--- src/rtl/trap_arbiter_if.sv ---
// CSR/irq/debug inputs and the trap valid/ready handshake between the arbiter and the commit stage.
// The arbiter takes the master side; the commit/CSR logic takes the slave side.
interface trap_arbiter_if #(
    parameter int XLEN   = 64,
    parameter int NLOCAL = 16
);
    localparam int NI = 16 + NLOCAL;

    logic [1:0]      priv;
    logic            debug_mode;
    logic            csr_mstatus_mie;
    logic            csr_sstatus_sie;
    logic [XLEN-1:0] csr_mie;
    logic [XLEN-1:0] csr_mip_sw;
    logic [XLEN-1:0] csr_mideleg;
    logic [XLEN-1:0] csr_medeleg;
    logic [NI-1:0]   irq;
    logic            nmi;
    logic            exc_valid;
    logic [5:0]      exc_cause;
    logic            ebreak;
    logic            instr_retire;
    logic            haltreq;
    logic            dcsr_step;
    logic            dcsr_ebreakm;
    logic            dcsr_ebreaks;
    logic            dcsr_ebreaku;
    logic            trap_valid;
    logic            trap_ready;
    logic [1:0]      trap_target;
    logic [XLEN-1:0] trap_cause;
    logic [3:0]      trap_dcause;
    logic [NI-1:0]   pending_o;

    modport master (
        input  priv, debug_mode, csr_mstatus_mie, csr_sstatus_sie,
        input  csr_mie, csr_mip_sw, csr_mideleg, csr_medeleg,
        input  irq, nmi, exc_valid, exc_cause, ebreak, instr_retire,
        input  haltreq, dcsr_step, dcsr_ebreakm, dcsr_ebreaks, dcsr_ebreaku,
        input  trap_ready,
        output trap_valid, trap_target, trap_cause, trap_dcause, pending_o
    );

    modport slave (
        output priv, debug_mode, csr_mstatus_mie, csr_sstatus_sie,
        output csr_mie, csr_mip_sw, csr_mideleg, csr_medeleg,
        output irq, nmi, exc_valid, exc_cause, ebreak, instr_retire,
        output haltreq, dcsr_step, dcsr_ebreakm, dcsr_ebreaks, dcsr_ebreaku,
        output trap_ready,
        input  trap_valid, trap_target, trap_cause, trap_dcause, pending_o
    );
endinterface

--- src/rtl/trap_arbiter.sv ---
// Registered trap arbiter: debug > exception > NMI > interrupts, one decision in flight.
// trap_valid one cycle after a valid decision; held stable in HOLD until trap_ready, then one FLUSH cycle.
module trap_arbiter #(
    parameter int                   XLEN        = 64,
    parameter int                   NLOCAL      = 16,
    parameter int                   SYNC_STAGES = 2,
    parameter logic [16+NLOCAL-1:0] EDGE_MASK   = '0
) (
    input  logic           clk,
    input  logic           arst,
    trap_arbiter_if.master bus
);
    localparam int NI = 16 + NLOCAL;
    localparam logic [1:0] PRV_M = 2'b11, PRV_S = 2'b01, PRV_U = 2'b00, TGT_DBG = 2'b10;
    localparam logic [3:0] DC_NONE = 4'd0, DC_EBREAK = 4'd1, DC_HALT = 4'd3, DC_STEP = 4'd4;
    // Element 0 is the lowest-priority standard cause; later matches override earlier ones.
    localparam logic [5:0][7:0] STD_ORDER = {8'd11, 8'd3, 8'd7, 8'd9, 8'd1, 8'd5};

    typedef enum logic [1:0] {ST_IDLE, ST_HOLD, ST_FLUSH} state_t;
    typedef enum logic [1:0] {S_OFF, S_ARM, S_FIRE} step_t;

    state_t          r_state, w_state_nxt;
    step_t           r_step, w_step_nxt;
    logic [NI:0]     w_raw, w_sync, r_prev, w_rise;
    logic [NI-1:0]   r_latch, w_pend, w_s_tgt, w_take, w_int_oh, w_dec_clr, r_clr_vec;
    logic            r_nmi, w_nmi_pend, r_dbg_q, w_hs, w_m_ok, w_s_ok;
    logic            w_ebreak_dbg, w_step_fire, w_exc_s;
    logic            w_int_vld, w_int_s, w_dec_vld, w_dec_nmi, r_clr_nmi;
    logic [XLEN-1:0] w_int_cause, w_dec_cause, r_cause;
    logic [1:0]      w_dec_tgt, r_tgt;
    logic [3:0]      w_dec_dcause, r_dcause;

    assign w_raw = {bus.nmi, bus.irq};

    generate
        if (SYNC_STAGES == 0) begin : g_nosync
            assign w_sync = w_raw;
        end else begin : g_sync
            logic [NI:0] r_sync [SYNC_STAGES];
            always_ff @(posedge clk or posedge arst) begin
                if (arst) begin
                    for (int s = 0; s < SYNC_STAGES; s++) r_sync[s] <= '0;
                end else begin
                    r_sync[0] <= w_raw;
                    for (int s = 1; s < SYNC_STAGES; s++) r_sync[s] <= r_sync[s-1];
                end
            end
            assign w_sync = r_sync[SYNC_STAGES-1];
        end
    endgenerate

    assign w_rise = w_sync & ~r_prev;
    assign w_hs   = (r_state == ST_HOLD) & bus.trap_ready;

    // A fresh rising edge wins over the clear of an accepted trap in the same cycle.
    always_ff @(posedge clk or posedge arst) begin
        if (arst) begin
            r_prev  <= '0;
            r_latch <= '0;
            r_nmi   <= 1'b0;
            r_dbg_q <= 1'b0;
        end else begin
            r_prev  <= w_sync;
            r_latch <= ((r_latch & ~(w_hs ? r_clr_vec : '0)) | w_rise[NI-1:0]) & EDGE_MASK;
            r_nmi   <= (r_nmi & ~(w_hs & r_clr_nmi)) | w_rise[NI];
            r_dbg_q <= bus.debug_mode;
        end
    end

    assign w_pend = ((w_sync[NI-1:0] | bus.csr_mip_sw[NI-1:0]) & ~EDGE_MASK)
                  | ((r_latch | w_rise[NI-1:0] | bus.csr_mip_sw[NI-1:0]) & EDGE_MASK);
    assign w_nmi_pend    = r_nmi | w_rise[NI];
    assign bus.pending_o = w_pend;

    assign w_m_ok  = (bus.priv != PRV_M) | bus.csr_mstatus_mie;
    assign w_s_ok  = (bus.priv == PRV_U) | ((bus.priv == PRV_S) & bus.csr_sstatus_sie);
    assign w_s_tgt = {NI{bus.priv != PRV_M}} & bus.csr_mideleg[NI-1:0];
    assign w_take  = w_pend & bus.csr_mie[NI-1:0]
                   & ((w_s_tgt & {NI{w_s_ok}}) | (~w_s_tgt & {NI{w_m_ok}}));

    always_comb begin
        logic [NI-1:0] oh;
        oh          = '0;
        w_int_vld   = 1'b0;
        w_int_oh    = '0;
        w_int_cause = '0;
        for (int j = 16; j < NI; j++) begin
            oh = NI'(1) << j;
            if (|(w_take & oh)) begin
                w_int_vld   = 1'b1;
                w_int_oh    = oh;
                w_int_cause = XLEN'(j);
            end
        end
        for (int k = 0; k < 6; k++) begin
            oh = NI'(1) << STD_ORDER[k];
            if (|(w_take & oh)) begin
                w_int_vld   = 1'b1;
                w_int_oh    = oh;
                w_int_cause = XLEN'(STD_ORDER[k]);
            end
        end
        w_int_s                 = |(w_s_tgt & w_int_oh);
        w_int_cause[XLEN-1]     = w_int_vld;
    end

    always_comb begin
        w_ebreak_dbg = 1'b0;
        case (bus.priv)
            PRV_M:   w_ebreak_dbg = bus.ebreak & bus.dcsr_ebreakm;
            PRV_S:   w_ebreak_dbg = bus.ebreak & bus.dcsr_ebreaks;
            PRV_U:   w_ebreak_dbg = bus.ebreak & bus.dcsr_ebreaku;
            default: w_ebreak_dbg = 1'b0;
        endcase
    end

    assign w_exc_s     = (bus.priv != PRV_M) & (|(bus.csr_medeleg & (XLEN'(1) << bus.exc_cause)));
    assign w_step_fire = (r_step == S_FIRE) | ((r_step == S_ARM) & bus.instr_retire);

    always_comb begin
        w_dec_vld    = 1'b0;
        w_dec_tgt    = PRV_M;
        w_dec_cause  = '0;
        w_dec_dcause = DC_NONE;
        w_dec_clr    = '0;
        w_dec_nmi    = 1'b0;
        if (!bus.debug_mode && (bus.haltreq || w_step_fire || w_ebreak_dbg)) begin
            w_dec_vld    = 1'b1;
            w_dec_tgt    = TGT_DBG;
            w_dec_dcause = bus.haltreq ? DC_HALT : (w_step_fire ? DC_STEP : DC_EBREAK);
        end else if (bus.exc_valid) begin
            w_dec_vld   = 1'b1;
            w_dec_tgt   = w_exc_s ? PRV_S : PRV_M;
            w_dec_cause = XLEN'(bus.exc_cause);
        end else if (!bus.debug_mode && w_nmi_pend) begin
            w_dec_vld             = 1'b1;
            w_dec_cause[XLEN-1]   = 1'b1;
            w_dec_nmi             = 1'b1;
        end else if (!bus.debug_mode && w_int_vld) begin
            w_dec_vld   = 1'b1;
            w_dec_tgt   = w_int_s ? PRV_S : PRV_M;
            w_dec_cause = w_int_cause;
            w_dec_clr   = w_int_oh;
        end
    end

    always_comb begin
        w_state_nxt = r_state;
        case (r_state)
            ST_IDLE:  if (w_dec_vld) w_state_nxt = ST_HOLD;
            ST_HOLD:  if (bus.trap_ready) w_state_nxt = ST_FLUSH;
            ST_FLUSH: w_state_nxt = ST_IDLE;
            default:  w_state_nxt = ST_IDLE;
        endcase
    end

    // Step request persists in S_FIRE until any debug trap is accepted.
    always_comb begin
        w_step_nxt = r_step;
        case (r_step)
            S_OFF:   if (bus.dcsr_step && r_dbg_q && !bus.debug_mode) w_step_nxt = S_ARM;
            S_ARM:   if (bus.instr_retire) w_step_nxt = S_FIRE;
            S_FIRE:  if (w_hs && (r_tgt == TGT_DBG)) w_step_nxt = S_OFF;
            default: w_step_nxt = S_OFF;
        endcase
        if (!bus.dcsr_step) w_step_nxt = S_OFF;
    end

    always_ff @(posedge clk or posedge arst) begin
        if (arst) begin
            r_state <= ST_IDLE;
            r_step  <= S_OFF;
        end else begin
            r_state <= w_state_nxt;
            r_step  <= w_step_nxt;
        end
    end

    always_ff @(posedge clk or posedge arst) begin
        if (arst) begin
            r_tgt     <= PRV_M;
            r_cause   <= '0;
            r_dcause  <= DC_NONE;
            r_clr_vec <= '0;
            r_clr_nmi <= 1'b0;
        end else if ((r_state == ST_IDLE) && w_dec_vld) begin
            r_tgt     <= w_dec_tgt;
            r_cause   <= w_dec_cause;
            r_dcause  <= w_dec_dcause;
            r_clr_vec <= w_dec_clr;
            r_clr_nmi <= w_dec_nmi;
        end
    end

    assign bus.trap_valid  = (r_state == ST_HOLD);
    assign bus.trap_target = r_tgt;
    assign bus.trap_cause  = r_cause;
    assign bus.trap_dcause = r_dcause;
endmodule

--- src/flat_wrapper.sv ---
// flat-port wrapper written by rule: the top's interface ports become plain ports
module trap_arbiter_flat 
#(
    parameter int                   XLEN        = 64,
    parameter int                   NLOCAL      = 16,
    parameter int                   SYNC_STAGES = 2,
    parameter logic [16+NLOCAL-1:0] EDGE_MASK   = '0
)
  (clk, arst, bus_priv, bus_debug_mode, bus_csr_mstatus_mie, bus_csr_sstatus_sie, bus_csr_mie, bus_csr_mip_sw, bus_csr_mideleg, bus_csr_medeleg, bus_irq, bus_nmi, bus_exc_valid, bus_exc_cause, bus_ebreak, bus_instr_retire, bus_haltreq, bus_dcsr_step, bus_dcsr_ebreakm, bus_dcsr_ebreaks, bus_dcsr_ebreaku, bus_trap_ready, bus_trap_valid, bus_trap_target, bus_trap_cause, bus_trap_dcause, bus_pending_o);
  trap_arbiter_if #(.XLEN(XLEN), .NLOCAL(NLOCAL)) bus_i ();
  input  logic clk;
  input  logic arst;
  input wire logic [$bits(bus_i.priv)-1:0] bus_priv;
  input wire logic [$bits(bus_i.debug_mode)-1:0] bus_debug_mode;
  input wire logic [$bits(bus_i.csr_mstatus_mie)-1:0] bus_csr_mstatus_mie;
  input wire logic [$bits(bus_i.csr_sstatus_sie)-1:0] bus_csr_sstatus_sie;
  input wire logic [$bits(bus_i.csr_mie)-1:0] bus_csr_mie;
  input wire logic [$bits(bus_i.csr_mip_sw)-1:0] bus_csr_mip_sw;
  input wire logic [$bits(bus_i.csr_mideleg)-1:0] bus_csr_mideleg;
  input wire logic [$bits(bus_i.csr_medeleg)-1:0] bus_csr_medeleg;
  input wire logic [$bits(bus_i.irq)-1:0] bus_irq;
  input wire logic [$bits(bus_i.nmi)-1:0] bus_nmi;
  input wire logic [$bits(bus_i.exc_valid)-1:0] bus_exc_valid;
  input wire logic [$bits(bus_i.exc_cause)-1:0] bus_exc_cause;
  input wire logic [$bits(bus_i.ebreak)-1:0] bus_ebreak;
  input wire logic [$bits(bus_i.instr_retire)-1:0] bus_instr_retire;
  input wire logic [$bits(bus_i.haltreq)-1:0] bus_haltreq;
  input wire logic [$bits(bus_i.dcsr_step)-1:0] bus_dcsr_step;
  input wire logic [$bits(bus_i.dcsr_ebreakm)-1:0] bus_dcsr_ebreakm;
  input wire logic [$bits(bus_i.dcsr_ebreaks)-1:0] bus_dcsr_ebreaks;
  input wire logic [$bits(bus_i.dcsr_ebreaku)-1:0] bus_dcsr_ebreaku;
  input wire logic [$bits(bus_i.trap_ready)-1:0] bus_trap_ready;
  output wire logic [$bits(bus_i.trap_valid)-1:0] bus_trap_valid;
  output wire logic [$bits(bus_i.trap_target)-1:0] bus_trap_target;
  output wire logic [$bits(bus_i.trap_cause)-1:0] bus_trap_cause;
  output wire logic [$bits(bus_i.trap_dcause)-1:0] bus_trap_dcause;
  output wire logic [$bits(bus_i.pending_o)-1:0] bus_pending_o;
  assign bus_i.priv = bus_priv;
  assign bus_i.debug_mode = bus_debug_mode;
  assign bus_i.csr_mstatus_mie = bus_csr_mstatus_mie;
  assign bus_i.csr_sstatus_sie = bus_csr_sstatus_sie;
  assign bus_i.csr_mie = bus_csr_mie;
  assign bus_i.csr_mip_sw = bus_csr_mip_sw;
  assign bus_i.csr_mideleg = bus_csr_mideleg;
  assign bus_i.csr_medeleg = bus_csr_medeleg;
  assign bus_i.irq = bus_irq;
  assign bus_i.nmi = bus_nmi;
  assign bus_i.exc_valid = bus_exc_valid;
  assign bus_i.exc_cause = bus_exc_cause;
  assign bus_i.ebreak = bus_ebreak;
  assign bus_i.instr_retire = bus_instr_retire;
  assign bus_i.haltreq = bus_haltreq;
  assign bus_i.dcsr_step = bus_dcsr_step;
  assign bus_i.dcsr_ebreakm = bus_dcsr_ebreakm;
  assign bus_i.dcsr_ebreaks = bus_dcsr_ebreaks;
  assign bus_i.dcsr_ebreaku = bus_dcsr_ebreaku;
  assign bus_i.trap_ready = bus_trap_ready;
  assign bus_trap_valid = bus_i.trap_valid;
  assign bus_trap_target = bus_i.trap_target;
  assign bus_trap_cause = bus_i.trap_cause;
  assign bus_trap_dcause = bus_i.trap_dcause;
  assign bus_pending_o = bus_i.pending_o;
  trap_arbiter #(.XLEN(XLEN), .NLOCAL(NLOCAL), .SYNC_STAGES(SYNC_STAGES), .EDGE_MASK(EDGE_MASK)) u_core (.clk(clk), .arst(arst), .bus(bus_i));
endmodule
--- config.mk ---
export PLATFORM = sky130hd
export DESIGN_NAME = trap_arbiter_flat
export DESIGN_NICKNAME = d
export VERILOG_FILES = /design/src/rtl/trap_arbiter_if.sv /design/src/rtl/trap_arbiter.sv /design/src/flat_wrapper.sv
export SDC_FILE = /design/constraint.sdc
export NUM_CORES = 1
export LEC_CHECK = 0
export ABC_AREA = 1
export CAP_MARGIN = 20
export CORE_AREA = 2 2 159 161
export CTS_CLUSTER_SIZE = 10
export DETAILED_ROUTE_END_ITERATION = 10
export DIE_AREA = 0 0 161 163
export MAX_ROUTING_LAYER = met4
export PLACE_DENSITY = 0.66
export SYNTH_ARGS = -nofsm -noshare
export SYNTH_HDL_FRONTEND = slang
export SYNTH_SLANG_ARGS = --single-unit
--- constraint.sdc ---
create_clock -name clk -period 3.8 [get_ports clk]
set_clock_uncertainty 0.1 [all_clocks]
set_input_delay 0.76 -clock clk [delete_from_list [all_inputs] [get_ports clk]]
set_output_delay 0.76 -clock clk [all_outputs]
set_load 0.05 [all_outputs]
After elaboration in Yosys (flattened, before gate mapping)
Index checks and enable logic that the tools add are counted.
W data, S select, Z words.
Storage, ports and cells
  bits in registers: 176
  input bits: 311
  output and inout port bits: 103
  word-level logic and storage cells: 164
Operators by class
  eq/ne operators: 12
  shift-type cells: 1
  mux-type cells: 96
  bitwise logic cells: 27
  reductions and logical operators: 17
Operators with widths (number)
  $mux W63: 21
  $mux W32: 21
  $and A32 B32 Y32: 6
  $mux W64: 3
  $and A64 B64 Y64: 1
  $or A32 B32 Y32: 2
  $reduce_or A64 Y1: 1
  $shl A1 B6 Y64 const A: 1
  $and A33 B33 Y33: 1
  $not A33 Y33: 1
  $not A32 Y32: 1
  $reduce_or A32 Y1: 1
  $mux W1: 30
  $mux W2: 12
  $mux W17: 1
  $mux W5: 2
  $and A1 B1 Y1: 9
  $mux W4: 2
  $logic_and A1 B1 Y1: 7
  $eq A2 B1 Y1 const B: 3
  $eq A2 B2 Y1 const B: 3
  $logic_not A2 Y1: 3
  $ne A3 B3 Y1 const B: 2
  $pmux W2 S3: 1
  other kinds (12): 18

Longest topological paths before layout
  depth in word-level cells: 35
  mapped depth: 24
  depth with buffers taken out: 23

Worst setup path after synthesis
OpenSTA, ideal clock, no wires.
  path type: input to register
  from: input bus_csr_mip_sw[24]
  to: register u_core.r_cause[3] (netlist: u_core.bus.trap_cause[3])
  library setup time: 0.121 ns
  arrival: 2.504 ns
  data required time: 3.579 ns
  slack: 1.075 ns
  stages: 16
  buffers on the path: 0
  path through: or2_2 nand2_1 nor2_1 nand2_1 nand2_1 nor2_2 nand3_2 nor2_2 nand2_1 nand2_1 nand3_2 nand2_4 inv_2 nand2_4 inv_2 a22o_1
Between the ends
  word-level cells in the longest chain between the ends: 23
  elaborated cells on any way between the ends: 41
  those cells by class: mux (36); bitwise (3); reduce/logical (2)
Ends and longest elaborated chain
  from (decl): RTL line flat_wrapper.sv:18  | input wire logic [$bits(bus_i.csr_mip_sw)-1:0] bus_csr_mip_sw;
  $or A32 B32 Y32 *: RTL line trap_arbiter.sv:70  | assign w_pend = ((w_sync[NI-1:0] | bus.csr_mip_sw[NI-1:0]) & ~EDGE_MASK)
  $and A32 B32 Y32 *: RTL line trap_arbiter.sv:78  | assign w_take = w_pend & bus.csr_mie[NI-1:0]
  $and A32 B32 Y32 *: RTL line trap_arbiter.sv:79  | & ((w_s_tgt & {NI{w_s_ok}}) | (~w_s_tgt & {NI{w_m_ok}}));
  $mux W1 (8 in series): RTL line trap_arbiter.sv:89  | if (|(w_take & oh)) begin
  $mux W1 (6 in series): RTL line trap_arbiter.sv:97  | if (|(w_take & oh)) begin
  $logic_and A1 B1 Y1: RTL line trap_arbiter.sv:139  | end else if (!bus.debug_mode && w_int_vld) begin
  $mux W1: RTL line trap_arbiter.sv:139
  $mux W1: RTL line trap_arbiter.sv:135  | end else if (!bus.debug_mode && w_nmi_pend) begin
  $mux W1: RTL line trap_arbiter.sv:131  | end else if (bus.exc_valid) begin
  $mux W1: RTL line trap_arbiter.sv:127  | if (!bus.debug_mode && (bus.haltreq || w_step_fire || w_ebreak_dbg)) begin
  $logic_and A1 B1 Y1: RTL line trap_arbiter.sv:186  | end else if ((r_state == ST_IDLE) && w_dec_vld) begin
  to (signal assigned): RTL line trap_arbiter.sv:188  | r_cause <= w_dec_cause;
  to (decl): RTL line trap_arbiter.sv:29  | logic [XLEN-1:0] w_int_cause, w_dec_cause, r_cause;
Mark *: on every way between the ends. The rest lies on a longest branch, timed or not.
A chain may end at the register's enable or synchronous reset.

Final worst setup path
  from: input bus_priv[0]
  to: register u_core.r_cause[3] (netlist: u_core.bus.trap_cause[3])
Between the ends
  word-level cells in the longest chain between the ends: 34
  elaborated cells on any way between the ends: 69
  those cells by class: eq/ne (3); mux (52); bitwise (9); reduce/logical (5)
Ends and longest elaborated chain
  from (decl): RTL line flat_wrapper.sv:13  | input wire logic [$bits(bus_i.priv)-1:0] bus_priv;
  $eq A2 B1 Y1 / $ne A2 B2 Y1 (equally long branches)
  $and A1 B1 Y1 / $and A32 B32 Y32 (equally long branches): RTL line trap_arbiter.sv:76, trap_arbiter.sv:77
  $or A1 B1 Y1 / $not A32 Y32 (equally long branches): RTL line trap_arbiter.sv:76, trap_arbiter.sv:79
  $and A32 B32 Y32: RTL line trap_arbiter.sv:79
  $or A32 B32 Y32: RTL line trap_arbiter.sv:79
  $and A32 B32 Y32: RTL line trap_arbiter.sv:79
  $mux W1 (16 in series): RTL line trap_arbiter.sv:89
  $mux W1 (6 in series): RTL line trap_arbiter.sv:97
  $logic_and A1 B1 Y1: RTL line trap_arbiter.sv:139
  $mux W1: RTL line trap_arbiter.sv:139
  $mux W1: RTL line trap_arbiter.sv:135
  $mux W1: RTL line trap_arbiter.sv:131
  $mux W1: RTL line trap_arbiter.sv:127
  $logic_and A1 B1 Y1: RTL line trap_arbiter.sv:186
Several ways; a longest one is shown, not always the timed one.

==> flow_metrics.py <==
metrics = {
    "sta": {
        "fmax_mhz": 290,
        "slew_headroom_pct": 60.7,
        "setup_viol": 0,
        "rsz0062_at_grt": "no",
        "hold_violations": 0,
        "setup_ws_ps": 355,
        "min_period_ps": 3450,
        "tightestPinTransition_ps": 588,
        "min_period_over_period_pct": 90.7,
        "finalMaxSlewViolations": 0,
        "hold_ws_ps": 246,
    },
    "setup_path": {
        "path_max_fanout": 9,
        "start_kind": "input pin",
        "crit_type": "input pin to flip-flop",
        "end_kind": "flip-flop",
        "cp.arrival_ps": 3560,
        "required_ps": 3920,
    },
    "run": {
        "cap_violations": 0,
    },
    "placed_design": {
        "dp.cells": 1256,
        "placed_area_mm2": 0.00780,
        "preCtsSetupSlack_ps": -163,
        "numPortBuffers": 239,
        "gp_congestion": 0.857,
        "dpl.hpwl_um": 15400,
    },
    "synth": {
        "ys.warnings.count": 0,
        "syn_avg_cell_area_um2": 7.53,
        "ys_ff_latch": 86,
        "yosys.area.top_type_share_pct": 40.9,
        "synthTopCellsByArea": "dfrtp_1, nand2_1, buf_4, inv_1, nand3_1",
        "yosys.area.top_type": "dfrtp_1",
        "syn-cell-area_mm2": 0.00514,
        "ys_seq_area_share_pct": 41.9,
        "syn_inst": 683,
        "synth_cell_types": 42,
    },
    "clock_network": {
        "cts_root_buffer": "clkbuf_16",
        "clkSinkCount": 86,
        "max-clock-path-buffers": 2,
        "tritoncts": "done",
        "cts_made_buffers": 9,
        "clock_latency_ps": 330,
        "htreeDepth": 3,
        "clkSlewWorstSetupHoldPaths_ps": 70,
        "cts_setup_buffers": 0,
    },
    "die": {
        "die-width_um": 161,
        "start_util_pct": 20.8,
        "die_height_um": 163,
        "ios": 414,
        "num_rows": 58,
        "dieArea_mm2": 0.0262,
        "core_mm2": 0.0247,
    },
    "hold_path": {
        "hold_class": "flip-flop to flip-flop",
    },
    "global_routing": {
        "gr-usage-all-layers_pct": 14.0,
        "grt_pass1_vias": 5221,
        "grt_pass1_wl_um": 27500,
        "grt_max_degree": 87,
        "grt_remaining_overflow": 0,
        "antenna_found_initial": 1,
    },
    "layout": {
        "final_cell_count_no_fill": 1273,
        "fin_area_mm2": 0.00811,
        "nets": 1248,
        "drive_above_1_share_pct": 9.77,
        "mostFrequentLayoutCells": "clkdlybuf4s50_1, nand2_1, inv_1, dfrtp_1, nor2_1",
        "areaGrowthSynthToFinish_pct": 57.8,
        "utilization_pct": 32.9,
        "layout_commonest_cell": "clkdlybuf4s50_1",
    },
    "routing": {
        "vias": 5248,
        "dr.first_iter.drc_count": 269,
        "drc_errors": 0,
        "wirelength_um": 18300,
        "wl_per_cell_um": 14.4,
        "viasPerCell": 4.12,
        "drtAntennaViolNets": 0,
        "drtPass1Iterations": 5,
    },
    "pwr": {
        "p_leak_uw": 0.00383,
        "vdd_ir_drop_max_v": 0.000210,
        "powerDensity_mw_per_mm2": 399,
    },
    "status": {
        "status": "finished clean",
    },
}
==> what timing repair did <==
action                                  in CTS  in global routing
hold buffers                                 0                  0
endpoints found under the setup margin       0                  5
gates resized for setup                      0                  1
==> through the flow <==
stage | total power [uW] | setup TNS [ps]
final | 3240 | 0
after global routing | 3410 | 0
after CTS | 3280 | 0
after detailed placement | 2350 | -1160
after global placement | 2350 | -575
after floorplan | 1890 | 0
==> Yosys cell counts <==
| master | instances |
|---|---|
| a22o_1 | 2 |
| nand2_4 | 3 |
| dfrtp_1 | 84 |
| nor4_1 | 3 |
| buf_2 | 2 |
| o21ai_1 | 6 |
| a21boi_0 | 1 |
| inv_2 | 6 |
| nor3b_1 | 2 |
| nor2_8 | 1 |
| buf_4 | 59 |
| dfstp_2 | 2 |
| o31ai_1 | 2 |
| nand3_2 | 2 |
| nand2_1 | 125 |
| o22ai_1 | 20 |
| buf_1 | 1 |
| clkinv_1 | 1 |
| nand4_1 | 30 |
| o2111a_1 | 1 |
| a21oi_1 | 19 |
| nand2_2 | 5 |
| and2_0 | 1 |
| nor2_2 | 4 |
| conb_1 | 1 |
| buf_6 | 3 |
| o22a_1 | 1 |
| a32oi_1 | 1 |
| nor2_1 | 70 |
| clkbuf_1 | 7 |
| o21a_1 | 2 |
| or2_2 | 27 |
| nor3_1 | 6 |
| a211oi_1 | 1 |
| o2111ai_1 | 2 |
| o21ai_0 | 13 |
| o221ai_1 | 1 |
| o21ai_2 | 4 |
| clkinv_2 | 1 |
| nand3_1 | 55 |
| nand3b_1 | 1 |
| inv_1 | 105 |
==> sequential cells by signal, summed over array words and instances (netlist names) <==
signal and flops:
u_core.bus.trap_target 2, u_core.r_dbg_q 1, u_core.r_state 2, u_core.r_clr_nmi 1, u_core.bus.trap_dcause 3, u_core.bus.trap_cause 7
u_core.g_sync.r_sync 33, u_core.r_step 2, u_core.w_sync 33, u_core.r_prev 1, u_core.r_nmi 1
==> where the power goes <==
group	switching, uW	leakage [uW]	internal (uW)
Clock	375	0.000149	532
Sequential	55.2	0.00102	1030
Combinational	789	0.00267	455
Total	1220	0.00383	2020
==> logic make-up after synthesis <==
kind of cell           Yosys count  synth area share [%]
buffers and inverters          185                  18.3
other                            1                0.0730
AO/OA/AOI/OAI                   76                  9.10
AND/OR/NAND/NOR                335                  30.6
flip-flops                      86                  41.9
==> routing by layer <==
metal | vias up | wire, um | track usage [%]
met5 | - | 0 | -
li1 | 2582 | - | -
met4 | 0 | 257 | 3.81
met3 | 14 | 1510 | 3.67
met1 | 2409 | 7690 | 16.6
met2 | 243 | 8820 | 23.8
==> worst paths after layout <==
kind                                     startpoint                  endpoint  slack, ps  depth (start not counted)
max                                     bus_priv[0]  u_core.bus.trap_cause[3]        350                         17
min                        u_core.g_sync.r_sync[36]          u_core.w_sync[3]        250                          0
max reg2reg                       u_core.w_sync[24]  u_core.bus.trap_cause[3]       1330                         16
min reg2reg                u_core.g_sync.r_sync[36]          u_core.w_sync[3]        250                          0
max in group asynchronous                      arst  u_core.g_sync.r_sync[55]       2500                          3
min in group asynchronous                      arst  u_core.g_sync.r_sync[63]        710                          3
==> worst max-delay path: stages <==
cell	delay [ps]
clkdlybuf4s50_1	580
nand2_2	190
inv_2	220
nand2_2	200
nand4_1	210
nand2_1	110
nor2_2	150
nand3_2	120
nor2_2	230
nand2_1	100
nand2_1	110
nand3_2	90
nand2_4	70
inv_2	60
nand2_4	70
inv_2	70
a22o_1	190
==> layout make-up <==
| cell class | count | area, um2 |
|---|---|---|
| Fill cell | 2645 | 16600 |
| Timing Repair Buffer | 258 | 2550 |
| Multi-Input combinational cell | 469 | 2260 |
| Sequential cell | 86 | 2150 |
| Inverter | 113 | 427 |
| Tap cell | 330 | 413 |
| Clock buffer | 10 | 239 |
| Clock inverter | 6 | 68.8 |
| Antenna cell | 1 | 2.50 |
No activity file was read; power rests on OpenSTA's default activity.
